<file path="src/rtl/entry_pkg.sv">
// rtl/entry_pkg.sv - shared encodings and digit helpers for the preset entry block
package entry_pkg;

    localparam int DIGIT_W = 4;
    localparam int VALUE_W = 7;

    typedef enum logic [1:0] {
        ST_EDIT_UNITS = 2'd0,
        ST_EDIT_TENS  = 2'd1,
        ST_COMMIT     = 2'd2
    } state_t;

    function automatic logic [DIGIT_W-1:0] digit_inc(input logic [DIGIT_W-1:0] d);
        return (d >= DIGIT_W'(9)) ? '0 : d + DIGIT_W'(1);
    endfunction

    function automatic logic [DIGIT_W-1:0] digit_dec(input logic [DIGIT_W-1:0] d);
        return (d == '0) ? DIGIT_W'(9) : d - DIGIT_W'(1);
    endfunction

    // Digits never exceed 9, so 9*10+9 = 99 always fits in VALUE_W bits.
    function automatic logic [VALUE_W-1:0] recombine(input logic [DIGIT_W-1:0] tens,
                                                     input logic [DIGIT_W-1:0] units);
        return VALUE_W'(tens) * VALUE_W'(10) + VALUE_W'(units);
    endfunction

endpackage

</file>
<file path="src/rtl/button_edge_conditioner.sv">
// rtl/button_edge_conditioner.sv - synchronise, tick-debounce and edge-detect one raw button
module button_edge_conditioner #(
    parameter int DEBOUNCE_TICKS = 4
) (
    input  logic clk,
    input  logic rst,
    input  logic tick,
    input  logic btn,
    output logic pulse
);

    localparam int CW = $clog2(DEBOUNCE_TICKS + 1);
    localparam logic [CW-1:0] LAST = CW'(DEBOUNCE_TICKS - 1);

    logic          sync1;
    logic          sync2;
    logic          level;
    logic [CW-1:0] cnt;

    always_ff @(posedge clk) begin
        if (rst) begin
            sync1 <= 1'b0;
            sync2 <= 1'b0;
            level <= 1'b0;
            cnt   <= '0;
            pulse <= 1'b0;
        end else begin
            sync1 <= btn;
            sync2 <= sync1;
            pulse <= 1'b0;
            if (tick) begin
                // Any sample equal to the accepted level restarts the run count.
                if (sync2 == level) begin
                    cnt <= '0;
                end else if (cnt == LAST) begin
                    level <= sync2;
                    cnt   <= '0;
                    pulse <= sync2;
                end else begin
                    cnt <= cnt + CW'(1);
                end
            end
        end
    end

endmodule

</file>
<file path="src/rtl/bcd_preset_entry.sv">
// rtl/bcd_preset_entry.sv - two-digit decimal preset editor with committed binary value and load strobe
module bcd_preset_entry
    import entry_pkg::*;
#(
    parameter int DEBOUNCE_TICKS = 4,
    parameter int MAX_VALUE      = 99
) (
    input  logic               clk,
    input  logic               rst,
    input  logic               tick,
    input  logic               btn_inc,
    input  logic               btn_dec,
    input  logic               btn_next,
    input  logic               btn_enter,
    output logic [DIGIT_W-1:0] digit_units,
    output logic [DIGIT_W-1:0] digit_tens,
    output logic               field_sel,
    output logic [VALUE_W-1:0] value_out,
    output logic               value_valid
);

    localparam logic [VALUE_W-1:0] MAX_V = VALUE_W'(MAX_VALUE);

    logic ev_inc;
    logic ev_dec;
    logic ev_next;
    logic ev_enter;

    button_edge_conditioner #(.DEBOUNCE_TICKS(DEBOUNCE_TICKS)) u_inc (
        .clk(clk), .rst(rst), .tick(tick), .btn(btn_inc), .pulse(ev_inc)
    );
    button_edge_conditioner #(.DEBOUNCE_TICKS(DEBOUNCE_TICKS)) u_dec (
        .clk(clk), .rst(rst), .tick(tick), .btn(btn_dec), .pulse(ev_dec)
    );
    button_edge_conditioner #(.DEBOUNCE_TICKS(DEBOUNCE_TICKS)) u_next (
        .clk(clk), .rst(rst), .tick(tick), .btn(btn_next), .pulse(ev_next)
    );
    button_edge_conditioner #(.DEBOUNCE_TICKS(DEBOUNCE_TICKS)) u_enter (
        .clk(clk), .rst(rst), .tick(tick), .btn(btn_enter), .pulse(ev_enter)
    );

    state_t             state;
    logic [VALUE_W-1:0] combined;

    assign combined = recombine(digit_tens, digit_units);

    always_ff @(posedge clk) begin
        if (rst) begin
            state       <= ST_EDIT_UNITS;
            digit_units <= '0;
            digit_tens  <= '0;
            field_sel   <= 1'b0;
            value_out   <= '0;
            value_valid <= 1'b0;
        end else begin
            value_valid <= 1'b0;
            case (state)
                ST_EDIT_UNITS, ST_EDIT_TENS: begin
                    // Priority enter > next > inc/dec; losers are simply dropped.
                    if (ev_enter) begin
                        state       <= ST_COMMIT;
                        field_sel   <= 1'b0;
                        value_valid <= 1'b1;
                        value_out   <= (combined > MAX_V) ? MAX_V : combined;
                    end else if (ev_next) begin
                        if (state == ST_EDIT_UNITS) begin
                            state     <= ST_EDIT_TENS;
                            field_sel <= 1'b1;
                        end else begin
                            state     <= ST_EDIT_UNITS;
                            field_sel <= 1'b0;
                        end
                    end else if (ev_inc ^ ev_dec) begin
                        if (state == ST_EDIT_TENS) begin
                            digit_tens <= ev_inc ? digit_inc(digit_tens) : digit_dec(digit_tens);
                        end else begin
                            digit_units <= ev_inc ? digit_inc(digit_units) : digit_dec(digit_units);
                        end
                    end
                end
                ST_COMMIT: begin
                    state     <= ST_EDIT_UNITS;
                    field_sel <= 1'b0;
                end
                default: begin
                    state     <= ST_EDIT_UNITS;
                    field_sel <= 1'b0;
                end
            endcase
        end
    end

endmodule

</file>
<file path="config.mk">
export PLATFORM = sky130hd
export DESIGN_NAME = bcd_preset_entry
export DESIGN_NICKNAME = d
export VERILOG_FILES = /design/src/rtl/entry_pkg.sv /design/src/rtl/button_edge_conditioner.sv /design/src/rtl/bcd_preset_entry.sv
export SDC_FILE = /design/constraint.sdc
export NUM_CORES = 1
export LEC_CHECK = 0
export CAP_MARGIN = 20
export CORE_MARGIN = 3
export CORE_UTILIZATION = 56
export CTS_CLUSTER_SIZE = 8
export DETAILED_ROUTE_END_ITERATION = 8
export PLACE_DENSITY = 0.85
export REMOVE_ABC_BUFFERS = 1
export SLEW_MARGIN = 0
export SYNTH_ARGS = -nofsm -noshare
export SYNTH_HDL_FRONTEND = slang
export SYNTH_HIERARCHICAL = 1
export SYNTH_SLANG_ARGS = --single-unit
</file>
<file path="constraint.sdc">
create_clock -name clk -period 2.73 [get_ports clk]
set_input_delay 0.4095 -clock clk [delete_from_list [all_inputs] [get_ports clk]]
set_output_delay 0.4095 -clock clk [all_outputs]
set_load 0.05 [all_outputs]
</file>
==> results.yml <==
routing:
  ant_nets: 0
  wire_per_inst_um: 13.7
  drtPass1Iterations: 4
  drc: 0
  top_layer: "met4"
  first_iter_violations: 61
  met2_length_um: 2300
  wl_met3_um: 292
  num_vias: 1993
  viasPerCell: 5.86
  drt-total-wl_um: 4650
  wl_met1_um: 1970
pwr:
  ir_drop_mv: 0.441
  p_leak_nw: 1.08
  p_per_area_mw_per_mm2: 429
final_layout:
  nNetsFinal: 316
  mostFrequentLayoutCells: "46 x dfxtp_1, 28 x a21oi_1, 26 x nand2b_1"
  register_area_sq_um: 921
  nFillCells: 306
  layout_commonest_cell: "dfxtp_1"
  antenna_cells: 0
  postLayoutCellArea_sq_mm: 0.00276
  final_util: 0.717
  drive_above_1_share: 0.0616
  multi_input_area_sq_mm: 0.00135
  area_growth_pct: 17.9
clock_tree:
  htreeDepth: 2
  cts_hold_buf: 0
  cts_tree: "yes"
  numCtsBuffers: 5
  clk_latency_ns: 0.30
  clkSlewWorstSetupHoldPaths_ns: 0.09
  cts_buffer_depth: 2
  post_cts_resized: 0
  cts-root-buf: "clkbuf_8"
  cts_setup_buffers: 0
  cts.sinks: 46
worst_setup_path:
  worstPathArrival_ns: 2.57
  required_ns: 2.91
  crit_path_end_kind: "flop"
  worstSetupPathType: "reg -> reg"
  rr_worst_depth: 8
  startpoint_type: "flop"
  cp_max_fo: 9
placement:
  post_dp_cell_area_sq_mm: 0.00266
  port-buffer-count: 23
  gpl.final_weighted_congestion: 0.882
  dp_hpwl_um: 3310
  place_worst_setup_slack_ns: 0.357
global_route:
  antenna_found_initial: 0
  grt_start_max_net_pins: 32
  grt_pass1_vias: 1936
  grt_pass1_wl_um: 8110
  grt_remaining_overflow: 0
  grt.total_usage: 0.199
sta:
  fmax_mhz: 417
  slew_violations: 0
  tightest_slew_ns: 0.520
  max_slew_margin: 0.652
  hold_violations: 0
  setup_violations: 0
  period_needed_ns: 2.40
  final.setup.tns_ns: 0
  setup_ws_ns: 0.332
  fin_worst_skew_ns: 0.00681
  rsz0062_at_grt: "no"
  min_period_over_period: 0.878
synth:
  yosys.area_share.simple: 0.251
  netlist_area_sq_mm: 0.00234
  synth.area.mux_share: 0.0214
  syn_area_per_cell_sq_um: 8.98
  synth_xor_area_frac: 0.0411
  synth_top_family_by_area: "simple AND/OR/NAND/NOR gates"
  netlist_instances: 261
  synth_compound_area_frac: 0.158
  yosysWarningCount: 6
  yosysUniqueCellTypes: 39
  yosysSeqAreaShare: 0.393
  ys_ff_latch: 46
  synthAdderAreaFrac: 0.103
die:
  die_width_um: 70.7
  die_h_um: 70.7
  die-area_sq_mm: 0.00500
  ios: 24
  fp-row-count: 22
  initial_core_util: 0.608
  core_area_sq_mm: 0.00385
run:
  drv_cap: 0
run_status:
  status: "complete, no violations"
worst_hold_path:
  hp-class: "reg -> reg"
  min_path_cells: 1
==> synthesized netlist by cell type <==
| cell | count | share of area |
|---|---|---|
| clkbuf_1 | 5 | 0.0080 |
| o41ai_1 | 3 | 0.011 |
| buf_2 | 1 | 0.0021 |
| ha_1 | 16 | 0.085 |
| or3b_1 | 1 | 0.0037 |
| and2_1 | 3 | 0.0080 |
| nor3_1 | 2 | 0.0043 |
| nand2b_1 | 26 | 0.069 |
| nand4b_1 | 4 | 0.015 |
| nand4_1 | 2 | 0.0053 |
| mux2i_1 | 5 | 0.021 |
| xor2_1 | 4 | 0.015 |
| nand2_1 | 10 | 0.016 |
| o21bai_1 | 3 | 0.0096 |
| nand3b_1 | 4 | 0.013 |
| a311oi_1 | 2 | 0.0075 |
| nand3_1 | 11 | 0.023 |
| inv_1 | 13 | 0.021 |
| a211o_1 | 1 | 0.0037 |
| a21oi_1 | 28 | 0.060 |
| a31o_2 | 1 | 0.0037 |
| dfxtp_1 | 46 | 0.39 |
| fa_1 | 2 | 0.017 |
| nor4_1 | 3 | 0.0080 |
| o21ai_0 | 9 | 0.019 |
| a21oi_2 | 2 | 0.0075 |
| nor2_1 | 13 | 0.021 |
| nor2b_1 | 12 | 0.032 |
| a211oi_1 | 4 | 0.013 |
| o32ai_1 | 1 | 0.0037 |
| a2bb2oi_1 | 1 | 0.0037 |
| nor3b_1 | 2 | 0.0064 |
| a31oi_1 | 3 | 0.0080 |
| nor4b_1 | 4 | 0.015 |
| xnor2_1 | 7 | 0.026 |
| clkbuf_2 | 1 | 0.0021 |
| o311ai_0 | 1 | 0.0037 |
| a221oi_1 | 1 | 0.0037 |
| and3_1 | 4 | 0.011 |
==> flip-flops by register name (all words and copies together) (netlist names), 3 cells and up <==
name / flops
digit_units: 4
u_dec/cnt: 3
u_next/cnt: 3
value_out: 7
u_enter/cnt: 3
u_inc/cnt: 3
digit_tens: 4
==> worst paths after layout <==
check,startpoint,end,slack (ns)
worst max-delay path,digit_tens[0],value_out[1],0.33
worst min-delay path,u_enter/sync1,u_enter/sync2,0.44
worst max register to register,digit_tens[0],value_out[1],0.33
worst min register to register,u_enter/sync1,u_enter/sync2,0.44
==> worst max-delay path: stages (launching register included) <==
cell      delay (ns)
dfxtp_1         0.51
ha_1            0.21
ha_1            0.14
inv_1           0.05
fa_1            0.37
xnor2_1         0.37
nor4_1          0.12
o311ai_0        0.41
nand2_1         0.10
==> where the power goes <==
| group | switching, mW | leakage (nW) | internal [mW] |
|---|---|---|---|
| clock network | 0.230 | 0.0544 | 0.232 |
| registers | 0.00376 | 0.372 | 0.677 |
| logic | 0.0219 | 0.655 | 0.0209 |
==> layout make-up <==
cell class              instances  area share
multi-input cells             195       0.487
repair buffers                 30       0.102
well taps                      48      0.0217
inverters                      13      0.0177
clock buffers                   7      0.0349
clock inverters                 1     0.00317
flip-flops and latches         46       0.333
==> through the flow <==
stage	power, mW	cells	hold slack, ns
finish	1.19	340	0.440
global route	1.23	340	0.468
CTS	1.20	340	0.445
detailed placement	0.739	332	0.426
global placement	0.738	332	0.417
floorplan	0.710	254	0.414
==> cell families (layout without fill, tap and decap cells) <==
logic type / after synthesis / after routing
simple gates: 101 / 101
compound gates: 60 / 60
flops: 46 / 46
buf+inv: 20 / 51
fa+ha+maj: 18 / 18
xor+xnor: 11 / 11
mux: 5 / 5
==> per-layer routing <==
metal | GRT usage | up-vias
li1 | - | 986
met3 | 0.0554 | 10
met4 | 0.0793 | 0
met5 | 0 | -
met1 | 0.231 | 934
met2 | 0.344 | 63
No activity file was read; power rests on OpenSTA's default activity.
